==> src/rtl/pm_bus_arb.sv <==
// -----------------------------------------------------------------------------
// pm_bus_arb -- program-memory bus arbiter
//
// Shares one program-memory port between the sequencer instruction fetch and
// DAG data accesses. Grants are combinational from the current requests and
// the registered state. Data accesses win over fetches. A one-cycle return
// tracker steers the read data to the sequencer (ps_op) or to the DAG (dg_rdt).
//
// Optional feature: define PM_ARB_FAIR_EN to enable fetch fairness. After
// three consecutive data grants that blocked a pending fetch, the fetch gets
// the bus for one cycle. Without the macro, data has strict priority.
//
// Ports
//   clk, rst                  clock, asynchronous active-low reset
//   fch_req, fch_add          instruction-fetch request and address
//   dt_req, dt_wrb, dt_add,   data-access request, direction (1 = write),
//   dt_wdt                    address and write value
//   pm_rd_dt                  memory read data, one cycle after a read select
//   pm_cslt, pm_wrb, pm_add,  memory chip select, write strobe, address,
//   pm_wdt                    write data
//   fch_gnt, dt_gnt           grant indications for this cycle
//   ps_stall                  fetch requested but not granted
//   ps_op, ps_op_vld          fetched instruction and its update strobe
//   dg_rdt, dg_rdt_vld        data read return and its update strobe
// -----------------------------------------------------------------------------
module pm_bus_arb (
  input  logic        clk,
  input  logic        rst,
  input  logic        fch_req,
  input  logic [15:0] fch_add,
  input  logic        dt_req,
  input  logic        dt_wrb,
  input  logic [15:0] dt_add,
  input  logic [31:0] dt_wdt,
  input  logic [31:0] pm_rd_dt,
  output logic        pm_cslt,
  output logic        pm_wrb,
  output logic [15:0] pm_add,
  output logic [31:0] pm_wdt,
  output logic        fch_gnt,
  output logic        dt_gnt,
  output logic        ps_stall,
  output logic [31:0] ps_op,
  output logic        ps_op_vld,
  output logic [31:0] dg_rdt,
  output logic        dg_rdt_vld
);

  // Type of the grant issued in the previous cycle; decides where the
  // memory read data goes at the next edge.
  typedef enum logic [1:0] {
    TAG_NONE = 2'd0,
    TAG_FCH  = 2'd1,
    TAG_DRD  = 2'd2
  } tag_t;

  tag_t        tag_q, tag_d;
  logic [31:0] ps_op_q, ps_op_d;
  logic        ps_op_vld_q, ps_op_vld_d;
  logic [31:0] dg_rdt_q, dg_rdt_d;
  logic        dg_rdt_vld_q, dg_rdt_vld_d;
  logic        fch_gnt_c, dt_gnt_c;
  logic        fair_fch;

`ifdef PM_ARB_FAIR_EN
  logic [1:0] dt_run_q, dt_run_d;

  // Three data grants in a row have starved a waiting fetch.
  assign fair_fch = (dt_run_q == 2'd3);

  always_comb begin
    dt_run_d = 2'd0;
    if (dt_gnt_c && fch_req) begin
      dt_run_d = (dt_run_q == 2'd3) ? 2'd3 : dt_run_q + 2'd1;
    end
  end

  always_ff @(posedge clk or negedge rst) begin
    if (!rst) begin
      dt_run_q <= 2'd0;
    end else begin
      dt_run_q <= dt_run_d;
    end
  end
`else
  assign fair_fch = 1'b0;
`endif

  // Grant selection. Everything is held off while reset is asserted so the
  // outputs are zero immediately.
  always_comb begin
    fch_gnt_c = 1'b0;
    dt_gnt_c  = 1'b0;
    if (rst) begin
      if (dt_req && !(fch_req && fair_fch)) begin
        dt_gnt_c = 1'b1;
      end else if (fch_req) begin
        fch_gnt_c = 1'b1;
      end
    end
  end

  // Memory port drive; all fields return to zero when idle.
  always_comb begin
    pm_cslt = 1'b0;
    pm_wrb  = 1'b0;
    pm_add  = 16'h0000;
    pm_wdt  = 32'h0000_0000;
    if (dt_gnt_c) begin
      pm_cslt = 1'b1;
      pm_wrb  = dt_wrb;
      pm_add  = dt_add;
      pm_wdt  = dt_wdt;
    end else if (fch_gnt_c) begin
      pm_cslt = 1'b1;
      pm_add  = fch_add;
    end
  end

  assign fch_gnt  = fch_gnt_c;
  assign dt_gnt   = dt_gnt_c;
  assign ps_stall = rst & fch_req & ~fch_gnt_c;

  // Return tracker: writes return nothing, so they record NONE.
  always_comb begin
    tag_d = TAG_NONE;
    if (fch_gnt_c) begin
      tag_d = TAG_FCH;
    end else if (dt_gnt_c && !dt_wrb) begin
      tag_d = TAG_DRD;
    end

    ps_op_d      = ps_op_q;
    ps_op_vld_d  = 1'b0;
    dg_rdt_d     = dg_rdt_q;
    dg_rdt_vld_d = 1'b0;
    if (tag_q == TAG_FCH) begin
      ps_op_d     = pm_rd_dt;
      ps_op_vld_d = 1'b1;
    end else if (tag_q == TAG_DRD) begin
      dg_rdt_d     = pm_rd_dt;
      dg_rdt_vld_d = 1'b1;
    end
  end

  always_ff @(posedge clk or negedge rst) begin
    if (!rst) begin
      tag_q        <= TAG_NONE;
      ps_op_q      <= 32'h0000_0000;
      ps_op_vld_q  <= 1'b0;
      dg_rdt_q     <= 32'h0000_0000;
      dg_rdt_vld_q <= 1'b0;
    end else begin
      tag_q        <= tag_d;
      ps_op_q      <= ps_op_d;
      ps_op_vld_q  <= ps_op_vld_d;
      dg_rdt_q     <= dg_rdt_d;
      dg_rdt_vld_q <= dg_rdt_vld_d;
    end
  end

  assign ps_op      = ps_op_q;
  assign ps_op_vld  = ps_op_vld_q;
  assign dg_rdt     = dg_rdt_q;
  assign dg_rdt_vld = dg_rdt_vld_q;

endmodule

==> config.mk <==
export PLATFORM = sky130hd
export DESIGN_NAME = pm_bus_arb
export DESIGN_NICKNAME = d
export VERILOG_FILES = /design/src/rtl/pm_bus_arb.sv
export SDC_FILE = /design/constraint.sdc
export NUM_CORES = 1
export LEC_CHECK = 0
export ABC_CLOCK_PERIOD_IN_PS = 1700
export CAP_MARGIN = 15
export CORE_ASPECT_RATIO = 0.8
export CORE_MARGIN = 5
export CORE_UTILIZATION = 36
export CTS_CLUSTER_DIAMETER = 80
export DETAILED_ROUTE_END_ITERATION = 10
export PLACE_DENSITY = 0.81
export SETUP_SLACK_MARGIN = 0.05
export SYNTH_ARGS = -nofsm -noshare
export SYNTH_HDL_FRONTEND = slang
export SYNTH_SLANG_ARGS = --single-unit
==> constraint.sdc <==
create_clock -name clk -period 1.7 [get_ports clk]
set_input_delay 0.34 -clock clk [delete_from_list [all_inputs] [get_ports clk]]
set_output_delay 0.34 -clock clk [all_outputs]
set_load 0.05 [all_outputs]
After elaboration in Yosys (flattened, before gate mapping). Index checks and enable logic that the tools add are counted.

Register bits after elaboration: 68. Latch bits: 0. Memory bits (writable): 0. ROM bits: 0. Input bits: 101. Output and inout port bits: 119. Word-level logic and storage cells: 30. Memories: 0.

$add $sub $neg: 0. Multipliers: 0. Divide/modulo/power cells: 0. Order comparisons: 0. Equality and inequality tests: 2. Shift-type cells: 0. Multiplexer cells: 16. Bitwise gates (word level): 4. Reduce and logical (&&, ||, !) cells: 3.

Operators with widths (number): two-way mux 16 bit (2); two-way mux 32 bit (1); two-way mux 1 bit (11); two-way mux 2 bit (2); bitwise AND 1 bit (2); == test 2 x 1 -> 1 bit (second input constant) (1); == test 2 bit (second input constant) (1); NOT 1 bit (2); AND reduction 2 bit (1); logical AND 1 bit (1); zero test 1 bit (1).

Logic depth before layout (Yosys ltp). Gate-level depths: netlist (run 1).

Depth after elaboration: 5. Depth in mapped cells: 4. Depth with buffers taken out: 2.

Least setup slack after synthesis (run 1). OpenSTA, ideal clock, no wires.

Path kind: input port to output port. Start: in rst. End: out pm_add[10]. Arrival: 1.234 ns. Data required time: 1.360 ns. Slack: 0.126 ns. Stages: 4. Path buffers: 2. Path through: and2_2 -> buf_6 -> buf_6 -> a32o_1.

Elaborated cells on any way between the ends: 4. Those cells by class: 4 x mux.

RTL lines: start, declared (RTL line 28) `input logic rst,`; two-way mux 1 bit (RTL line 94) `if (rst) begin`; named net dt_gnt (RTL line 41) `output logic dt_gnt,`; two-way mux 16 bit (RTL line 109) `if (dt_gnt_c) begin`; end, declared (RTL line 38) `output logic [15:0] pm_add,`.

The timed path passes the listed nets, and every way through them passes these cells.

Worst setup path after layout (run 1).
Start: in fch_req. End: out pm_add[13].

Cells in the longest elaborated chain, start to end: 5.

Ends and longest elaborated chain: start, declared (RTL line 29) `input logic fch_req,`; two-way mux 1 bit (RTL line 97) `end else if (fch_req) begin`; two-way mux 1 bit (RTL line 95) `if (dt_req && !(fch_req && fair_fch)) begin`; two-way mux 1 bit (RTL line 94); two-way mux 16 bit (RTL line 114) `end else if (fch_gnt_c) begin`; two-way mux 16 bit (RTL line 109).

Every way passes these cells.

==> metrics.md, run 1 <==
| Metric | Value |
|---|---|
| First-pass GRT wire length | 15900 um |
| Die area | 11000 um2 |
| Fraction of layout cells with a size suffix above 1 | 0.548 |
| Number of hold buffers added after cts | 0 |
| Nets | 534 |
| Final count of negative-setup-slack endpoints | 0 |
| Area of the multi-input gates | 1410 um2 |
| Hold Fails Final Rpt | 0 |
| Clk buf depth | 2 |
| Yosys cell types | 17 |
| Yosys top cell by area | dfrtp_1 |
| Initial DRC count | 153 |
| Worst IR Drop VDD | 0.813 mV |
| Simple-gate share of the synthesized area | 0.0812 |
| Core Region | 8920 um2 |
| Gpl congestion | 0.815 |
| I/O Buffers | 219 |
| Cells after Synth | 210 |
| PwrDens | 1140 nW/um2 |
| Placement Cell Area | 5900 um2 |
| Post-Syn Nets | 311 |
| Chip Width | 116 um |
| Worst path required time | 1.36 ns |
| DP HPWL | 8530 um |
| Seq. cell area | 1700 um2 |
| Layout Cells excl Fill | 553 |
| Relative slew slack | 0.434 |
| Root buf cell | clkbuf_16 |
| Detailed Routing Iterations Pass 1 | 4 |
| Worst EP arrival | 1.25 ns |
| DRC Markers | 0 |
| Synth top area share | 0.526 |
| Row cnt | 31 |
| Routed WL | 10800 um |
| Ports | 220 |
| CTS tree | yes |
| DR top layer | met4 |
| Vias in the first global route | 2873 |
| RSZ-0062 raised after global routing | false |
| Most frequent cells in the layout | clkdlybuf4s50_1 (97), buf_4 (73), dfrtp_1 (68) |
| Status | finished clean |
| Fin area | 6250 um2 |
| Die height | 94.8 um |
| Pleak | 3.04 nW |
| Clk pin slew, worst setup/hold paths | 0.06 ns |
| Most common cell after layout, fill and taps aside | clkdlybuf4s50_1 |
| Congestion Overflow GR | 0 |
| Fmax | 628 MHz |
| Max Slew Vio Count | 0 |
| Met3 routed WL | 1060 um |
| Max-Cap Viols | 0 |
| CTS sink cnt | 68 |
| Initial antenna violation count | 0 |
| Tmin final | 1.59 ns |
| Area Growth Syn to Fin | 93.2% |
| R2r setup slk | 0.39 ns |
| Measured slew at the worst slew-check pin | 0.850 ns |
| Routed len/inst | 19.5 um |
| Post-synthesis compound-gate area fraction | 0.0518 |
| Tcrit/Tclk final | 0.937 |
| Hold Crit Class | input pin to asynchronous set/reset pin |
| Pin count of the biggest net entering global routing | 69 |
| H-tree levels | 3 |
| Largest family of logic cells by synthesized area | multiplexers |
| Tot Pwr | 7.11 mW |
| Post-placement cell count | 534 |
| Crit path max fanout | 6 |
| Vias after detailed routing | 2647 |
| Register area share after synthesis | 0.526 |
| Mux contribution to synthesized area | 0.290 |
| Ant diodes | 0 |
| DR WL met2 | 5640 um |
| Starting Density | 0.363 |
| Num CTS Buffers | 9 |
| Filler instances | 620 |
| Number of nets with antenna violations after routing | 0 |
| Ys Warns | 0 |
| Critical path capture point type | primary output |
| Post-synth design cell area | 3240 um2 |
| Synth Area in XOR/XNOR | 0 |
| Vias per std cell | 4.79 |
| Top area cells in the synthesized netlist | dfrtp_1 (53%), mux2_4 (27%), and3_1 (5.6%), a32o_1 (4.9%), buf_6 (3.5%) |
| GRT Total Usage | 0.190 |
| Syn avg cell area | 15.4 um2 |
| Setup CP Type | input pin to primary output |
| Post-Synth Adder-Cell Area | 0 |
| Worst-Skew Late Latency | 0.32 ns |
| Synthesized flop and latch total | 68 |
| Metal-1 WL | 3850 um |
| Critical Path Source Type | input pin |
| Clock Skew | 0.00435 ns |
[flip-flops by register name, summed over array words and instances, names as in the netlist]
| name | cells |
|---|---|
| ps_op | 32 |
| dg_rdt | 32 |
| dg_rdt_vld | 1 |
| tag_q | 2 |
| ps_op_vld | 1 |
[stage by stage]
step | hold slack (ns) | setup TNS, ns | util | setup slack, ns
floorplan | 0.0444 | 0 | - | 0.126
global placement | 0.492 | -13.96 | 0.661 | -0.431
detailed placement | 0.495 | -14.81 | 0.661 | -0.480
CTS | 0.306 | 0 | 0.700 | 0.0503
global route | 0.374 | 0 | 0.701 | 0.0737
finish | 0.276 | 0 | 0.701 | 0.108
[cell families (layout without fill, tap and decap cells)]
| group | count (synthesis) | count (layout) |
|---|---|---|
| AOI/OAI and AO/OA | 17 | 17 |
| buffers and inverters | 21 | 249 |
| muxes | 64 | 64 |
| and+or+nand+nor | 40 | 40 |
| DFF | 68 | 68 |
[Yosys cell counts]
cell	instances
and2_2	2
mux2_4	58
and3_2	5
nor2b_2	1
and2b_1	1
mux2_2	6
buf_8	1
dfrtp_1	68
buf_2	1
a32o_1	16
nor2b_1	1
clkbuf_1	8
nand2b_1	1
o21a_1	1
inv_1	1
buf_6	10
and3_1	29
[layer usage]
layer,vias to the layer above,track usage
met5,-,0
met4,0,0.0686
met3,18,0.0589
met2,132,0.343
met1,1279,0.210
li1,1218,-
[worst paths after layout]
path                            startpoint    endpoint  cells past startpoint
worst max-delay path               fch_req  pm_add[13]                      5
worst min-delay path                   rst   dg_rdt[7]                      2
worst max register to register    tag_q[0]   ps_op[14]                      3
worst min register to register    ps_op[9]    ps_op[9]                      1
max in group asynchronous              rst  dg_rdt[12]                      2
min in group clk                  ps_op[9]    ps_op[9]                      1
[repair_timing]
item	in CTS	in global routing
pin swaps	1	3
buffers inserted	3	0
hold endpoints to repair	0	0
resized for setup	21	6
setup endpoints to repair	53	52
[power breakdown]
group / internal (mW) / switching [mW]
Clock: 1.14 / 0.689
Sequential: 1.94 / 0.203
Combinational: 1.30 / 1.83
[final cells by class]
type,count,area share
Timing Repair Buffer,232,0.432
Sequential cell,68,0.272
Multi-Input combinational cell,121,0.225
Clock buffer,9,0.0360
Tap cell,115,0.0230
Clock inverter,7,0.0118
Inverter,1,0.000600
[critical path: stages]
cell,delay [ns]
clkdlybuf4s15_1,0.19
nor2b_4,0.15
buf_6,0.13
a32o_2,0.29
buf_12,0.15
No activity file was read; power rests on OpenSTA's default activity.
==> run 2: changes to the inputs <==
- SETUP_SLACK_MARGIN: 0.05 -> unset
- SLEW_MARGIN: unset -> 20
==> run 2 against run 1 <==
  * Critical path depth is the same
  * Setup slack lost 0.077 ns
  * Combinational power is essentially flat
  * Largest power group unchanged
  * Power is essentially flat
  * Cell count is the same
  * Die area is the same
==> metrics.md, run 2 (synthesis results as in run 1) <==
| Metric | Value |
|---|---|
| Slowest cell on the critical path | a32o_2 |
| Starting Density | 0.363 (unchanged) |
| Max Slew Vio Count | 0 (unchanged) |
| Pleak | 3.04 nW (about the same) |
| Tcrit/Tclk final | 0.982 (+0.0453) |
| Routed WL | 10700 um (-0.29%) |
| Worst-Skew Late Latency | 0.32 ns (about the same) |
| Area Growth Syn to Fin | 93.0% |
| Worst path required time | 1.36 ns (about the same) |
| Ports | 220 (unchanged) |
| PwrDens | 1140 nW/um2 (about the same) |
| Detailed Routing Iterations Pass 1 | 4 (unchanged) |
| Worst path cell trace | dlygate4sd2_1 -> nor2b_4 -> buf_4 -> a32o_2 -> buf_12 |
| Ant diodes | 0 (unchanged) |
| Clk pin slew, worst setup/hold paths | 0.06 ns (about the same) |
| Chip Width | 116 um (unchanged) |
| Launch point of the worst path | fch_req |
| Worst EP arrival | 1.33 ns (+0.08 ns) |
| Final core utilization | 0.700 (-0.000842) |
| Most common cell after layout, fill and taps aside | clkdlybuf4s50_1 |
| Max-Cap Viols | 0 (unchanged) |
| Nets | 534 (unchanged) |
| CP top delay family | buffers and inverters |
| Vias after detailed routing | 2645 (-0.076%) |
| CTS tree | yes |
| Initial DRC count | 143 (-6.5%) |
| Relative slew slack | 0.443 (+0.00903) |
| Crit path max fanout | 6 (unchanged) |
| Num CTS Buffers | 9 (unchanged) |
| Core Region | 8920 um2 (unchanged) |
| Fraction of layout cells with a size suffix above 1 | 0.546 (-0.00228) |
| Number of hold buffers added after cts | 0 (unchanged) |
| DRC Markers | 0 (unchanged) |
| Fmax | 599 MHz (-4.6%) |
| Hold Fails Final Rpt | 0 (unchanged) |
| Measured slew at the worst slew-check pin | 0.836 ns (-0.0136 ns) |
| Tot Pwr | 7.11 mW (about the same) |
| Filler instances | 624 (+0.65%) |
| Gpl congestion | 0.815 (unchanged) |
| I/O Buffers | 219 (unchanged) |
| H-tree levels | 3 (unchanged) |
| DP HPWL | 8530 um (unchanged) |
| Die area | 11000 um2 (unchanged) |
| Initial antenna violation count | 0 (unchanged) |
| Root buf cell | clkbuf_16 |
| Final hold slack | 0.284 ns (+0.00858 ns) |
| Critical Path Source Type | input pin |
| Critical path capture point type | primary output |
| Hold Crit Class | input pin to asynchronous set/reset pin |
| Congestion Overflow GR | 0 (unchanged) |
| Routed len/inst | 19.4 um (-0.29%) |
| Worst IR Drop VDD | 0.815 mV (+0.30%) |
| GRT Total Usage | 0.190 (unchanged) |
| Die height | 94.8 um (unchanged) |
| Max incr delay on CP | 0.29 ns (about the same) |
| Setup CP Type | input pin to primary output |
| Clock Skew | 0.00472 ns (+0.000367 ns) |
| Buf+Inv Stages, Crit Path | 3 (unchanged) |
| Row cnt | 31 (unchanged) |
| Tmin final | 1.67 ns (+0.0770 ns) |
| CTS sink cnt | 68 (unchanged) |
| Status | finished clean |
| Number of nets with antenna violations after routing | 0 (unchanged) |
| Vias per std cell | 4.78 (about the same) |
| Clk buf depth | 2 (unchanged) |
| First-pass GRT wire length | 15900 um (unchanged) |
| Reg2reg start | tag_q[0] |
| Final count of negative-setup-slack endpoints | 0 (unchanged) |
| Most frequent cells in the layout | clkdlybuf4s50_1 (97), buf_4 (76), dfrtp_1 (68) |
| Vias in the first global route | 2873 (unchanged) |
| Pin count of the biggest net entering global routing | 69 (unchanged) |
| RSZ-0062 raised after global routing | false |
==> run 2: cell count changes in the layout (fill, tap and decap cells not counted) <==
cell	delta
dlygate4sd2_1	+1
buf_6	-3
clkbuf_2	-1
buf_4	+3
==> run 2: timing repair <==
action                                  in CTS  in global routing
buffers inserted                             3                  0
pin swaps                                    1                  0
endpoints found under the setup margin      53                 21
resized for setup                           21                  1
==> run 2: through the flow <==
stage / setup slack (ns) / setup TNS, ns / instances / instance area (um2)
detailed placement: -0.480 / -14.81 / 534 / 5900
finish: 0.0308 / 0 / 553 / 6250
global placement: -0.431 / -13.96 / 534 / 5900
CTS: 0.0503 / 0 / 553 / 6240
global route: 0.00837 / 0 / 553 / 6250
floorplan: 0.126 / 0 / 210 / 3240
==> run 2: final timing paths <==
path,end,slack [ns],cells past startpoint
max in group asynchronous,dg_rdt[16],0.88,2
worst max register to register,ps_op[14],0.39,3
worst max-delay path,pm_add[13],0.03,5
min in group clk,ps_op[9],0.51,1
worst min-delay path,dg_rdt[7],0.28,2
worst min register to register,ps_op[9],0.51,1
==> run 2: worst reg2reg max path: stages, from the launching register on <==
cell and delay [ns]:
dfrtp_1 0.43, nand2b_2 0.12, buf_4 0.27, mux2_2 0.38
==> run 2: area by class of cell <==
| class | count | area [um2] | share of cell area |
|---|---|---|---|
| multi-input cells | 121 | 1410 | 0.225 |
| flip-flops and latches | 68 | 1700 | 0.272 |
| well taps | 115 | 144 | 0.0230 |
| clock buffers | 9 | 225 | 0.0361 |
| repair buffers | 232 | 2690 | 0.431 |
| clock inverters | 7 | 73.8 | 0.0118 |
| inverters | 1 | 3.75 | 0.000601 |
==> run 2: per-layer routing <==
layer / vias up / track usage / routed length (um)
met5: - / 0 / 0
met1: 1273 / 0.210 / 3830
met2: 136 / 0.343 / 5640
li1: 1218 / - / -
met3: 18 / 0.0589 / 1050
met4: 0 / 0.0686 / 225
==> run 2: power breakdown <==
| part | internal, mW | total (mW) | switching, mW |
|---|---|---|---|
| Clock | 1.14 | 1.83 | 0.692 |
| Sequential | 1.94 | 2.15 | 0.203 |
| Combinational | 1.30 | 3.13 | 1.83 |
| Total | 4.38 | 7.11 | 2.73 |
==> RTL edit 1, RTL diff (settings of run 2) <==
Build with the macro `PM_ARB_FAIR_EN` defined.
--- a/src/rtl/pm_bus_arb.sv
+++ b/src/rtl/pm_bus_arb.sv
@@ -24,4 +24,6 @@
 //   dg_rdt, dg_rdt_vld        data read return and its update strobe
 // -----------------------------------------------------------------------------
+`define PM_ARB_FAIR_EN
+
 module pm_bus_arb (
   input  logic        clk,
Function: changed (Yosys sat finds a counterexample within 4 cycles, from zero or initial values and one cycle with rst low).
==> RTL edit 1 against run 2 <==
Sequential share of layout area rose by 0.37 points. Highest routed layer unchanged. Count of clock-buffer cells in the layout unchanged. Die area is 5.6% lower. Power down 10%. Routed wire length grew 7.9%. The flow now finishes with violations (negative setup slack). Clock skew grew 7.1 ps. Synthesized area shrank 6.2%. Via count rose by 2.6%. Setup slack got worse by 350 ps. Cell area rose by 1.7%. Sequential cell count grew 2. Critical endpoint is now pm_wdt[28].
==> RTL edit 1: results (changes against run 2) <==
[setup_path]
critPathMaxStageDelay_ps = 440  ; +150 ps
crit_slowest_cell = dfrtp_2
critPathArrivalTime_ps = 1680  ; +350 ps
reg2reg_slack_ps = 340  ; -50 ps

[yosys]
synthCells = 212  ; +0.95%
yosysSeqAreaShare_pct = 57.71  ; +5.1 points
ys_top_cells_by_area = dfrtp_1 (58%), mux2_2 (24%), and2_1 (6.8%)
synth-compound-area-share_pct = 6.925  ; +1.7 points
ys_top_cells_by_count = dfrtp_1 (70), mux2_2 (64), and2_1 (33), a22o_2 (16), buf_2 (6)
synth_xor_area_share_pct = 0.2885  ; +0.29 points
synth_nets = 313  ; +0.64%
muxShareOfSynthArea_pct = 23.74  ; -5.2 points
yosysUniqueCellTypes = 20  ; +3

[pwr]
power.leakage_uw = 0.002852  ; -6.2%
irDropWorstVdd_mv = 0.7168  ; -12%

[final_layout]
multi_input_area_share_pct = 21.88  ; -0.62 points
postLayoutCellArea_sq_um = 6354  ; +1.7%
num-nonclk-buffers = 249  ; +7.3%
clkCellAreaFrac_pct = 2.560  ; -2.2 points
n_fill_cell = 516  ; -17%
multi_input_cells = 127  ; +5.0%
drive_gt1_share_pct = 61.90  ; +7.3 points
seq-cell-share_pct = 27.61  ; +0.37 points
stdcell_count = 574  ; +3.8%
seq_cell_count = 70  ; +2.9%
nets = 559  ; +4.7%

[placed_design]
dpl.hpwl_microns = 8035  ; -5.8%
dp_cells = 541  ; +1.3%
gp_congestion = 0.7998  ; -1.8%

[global_routing]
track_usage_pct = 20.16  ; +1.2 points
grtUsageMet3_pct = 8.641  ; +2.7 points
grt_pass1_vias = 2955  ; +2.9%
grt_first_pass_wirelength_microns = 16030  ; +0.65%
met2_usage_pct = 35.85  ; +1.6 points
grt_max_degree = 71  ; +2.9%
grt_util_met1_pct = 20.83  ; -0.15 points

[detailed_routing]
routedWlPerCell_microns = 20.19  ; +3.9%
first_iter_violations = 62  ; -57%
dr_wl_met3_microns = 1137  ; +8.5%
dr_wl_met2_microns = 6187  ; +9.8%

[timing]
setup_ws_ps = -319.2  ; -350.0 ps
fin_skew_ps = 11.84  ; +7.120 ps
setup_tns_ps = -14690  ; -14690 ps
slew_headroom_pct = 42.90  ; -1.4 points
setup_viol = 51  ; +51

[clock_network]
ctsResizeCount = 27  ; +29%
clk_pin_slew_worst_paths_ps = 80  ; +20 ps
post_cts_buffers = 7  ; +4
clockRootBuffer = clkbuf_8

[die]
n_tap_cell = 112  ; -2.6%

[outcome]
violations = negative setup slack
status = complete, but fails checks

RTL edit 1: changes by cell type after synthesis, sizes merged, moves of 2 or more:
cell           run 2  this run
a21oi              0         2
a22o               0        16
a32o              16         0
and2               2        33
and3              34         0
clkbuf             8         2
dfrtp             68        70
nand2              0         3
nor2               0         2
RTL edit 1: where the power goes:
group	switching, uW	internal [uW]	leakage (uW)
sequential	181	1990	0.000831
combinational	1870	1220	0.00194
clock	600	518	0.0000813
total	2650	3730	0.00285
RTL edit 1: worst paths after layout:
| path | end | startpoint | cells after the start |
|---|---|---|---|
| worst max-delay path | pm_wdt[28] | dt_run_q[1] | 5 |
| worst min-delay path | dg_rdt[23] | rst | 3 |
| worst max register to register | tag_q[1] | dt_run_q[1] | 5 |
| worst min register to register | ps_op[8] | ps_op[8] | 1 |
| max in group asynchronous | ps_op[20] | rst | 3 |
| min in group clk | ps_op[8] | ps_op[8] | 1 |
==> RTL edit 2, RTL diff (flow settings as in run 2) <==
Without the edit above. Re-encode `tag_t` (3 values) as one-hot, 3 bits wide.
--- a/src/rtl/pm_bus_arb.sv
+++ b/src/rtl/pm_bus_arb.sv
@@ -49,8 +49,8 @@
   // Type of the grant issued in the previous cycle; decides where the
   // memory read data goes at the next edge.
-  typedef enum logic [1:0] {
-    TAG_NONE = 2'd0,
-    TAG_FCH  = 2'd1,
-    TAG_DRD  = 2'd2
+  typedef enum logic [2:0] {
+    TAG_NONE = 3'b001,
+    TAG_FCH  = 3'b010,
+    TAG_DRD  = 3'b100
   } tag_t;
 
Check against the original RTL: same outputs for any inputs over 10 cycles, from zero or initial values and one cycle with rst low; not proved beyond that.
==> RTL edit 2 against run 2 <==
Routed wire length shrank 2.3%. Highest routed layer unchanged. Cell area down 0.30%. Largest power group unchanged. Sequential cell count increased by 1. Setup slack improved by 8.9 ps. Synthesized area down 2.5%. Critical endpoint is now pm_add[2]. Critical path depth unchanged. Power grew 1.5%. Count of clock-buffer cells in the layout is the same. Global-route usage increased by 0.48 points. Sequential power up 5%.
==> RTL edit 2: results (changes against run 2) <==
[outcome]
status = finished, final reports clean

[setup_path]
critPathMaxFanout = 14  ; +8
timing.rr.start = tag_q[1]
crit_slowest_cell = bufbuf_16
reg2reg_slack_ps = 330  ; -60 ps

[yosys]
yosysSeqAreaShare_pct = 54.74  ; +2.2 points
ys_top_cells_by_area = dfrtp_1 (54%), mux2_2 (22%), and3_1 (6.7%)
synthCells = 244  ; +16%
synth-compound-area-share_pct = 4.043  ; -1.1 points
yosysUniqueCellTypes = 16  ; -1
muxShareOfSynthArea_pct = 22.83  ; -6.2 points

[global_routing]
grt_first_pass_wirelength_microns = 16350  ; +2.7%
grt_pass1_vias = 3072  ; +6.9%

[final_layout]
n_fill_cell = 567  ; -9.1%
drive_gt1_share_pct = 49.37  ; -5.2 points

[placed_design]
dpl.hpwl_microns = 8388  ; -1.6%

[clock_network]
ctsResizeCount = 9  ; -57%
clockRootBuffer = clkbuf_8
clock_latency_ps = 340  ; +20 ps
post_cts_buffers = 0  ; -3

[timing]
fin_skew_ps = 7.794  ; +3.075 ps
holdWs_ps = 252.5  ; -31.62 ps

[detailed_routing]
num_vias = 2786  ; +5.3%
wl_microns = 10490  ; -2.3%

[pwr]
irDropWorstVdd_mv = 0.7301  ; -10%
power.leakage_uw = 0.002824  ; -7.2%

[RTL edit 2: cell types whose count changed after synthesis, sizes merged, moves of 2 or more]
cell / run 2 / this run
nor3b: 0 / 2
nand2: 0 / 19
a21boi: 0 / 16
clkbuf: 8 / 12
buf: 12 / 8
nand3b: 0 / 16
a32o: 16 / 0
[RTL edit 2: per-layer routing]
metal  global-route usage (%)  up-vias  part of all wire [%]
li1                         -     1311                     -
met1                    20.27     1330                    34
met2                    36.24      133                    54
met3                    7.405       12                    10
met4                    5.670        0                   1.8
met5                        0        -                     0
[RTL edit 2: cell type report]
class / count / share of cell area [%]
Timing Repair Buffer: 234 / 44.34
Tap cell: 112 / 2.250
Clock buffer: 9 / 1.989
Clock inverter: 7 / 1.688
Multi-Input combinational cell: 155 / 21.98
Sequential cell: 69 / 27.75
[RTL edit 2: power breakdown]
group / internal, uW / switching [uW] / total (uW)
logic: 1290 / 2170 / 3460
registers: 2040 / 213 / 2260
clock network: 851 / 649 / 1500
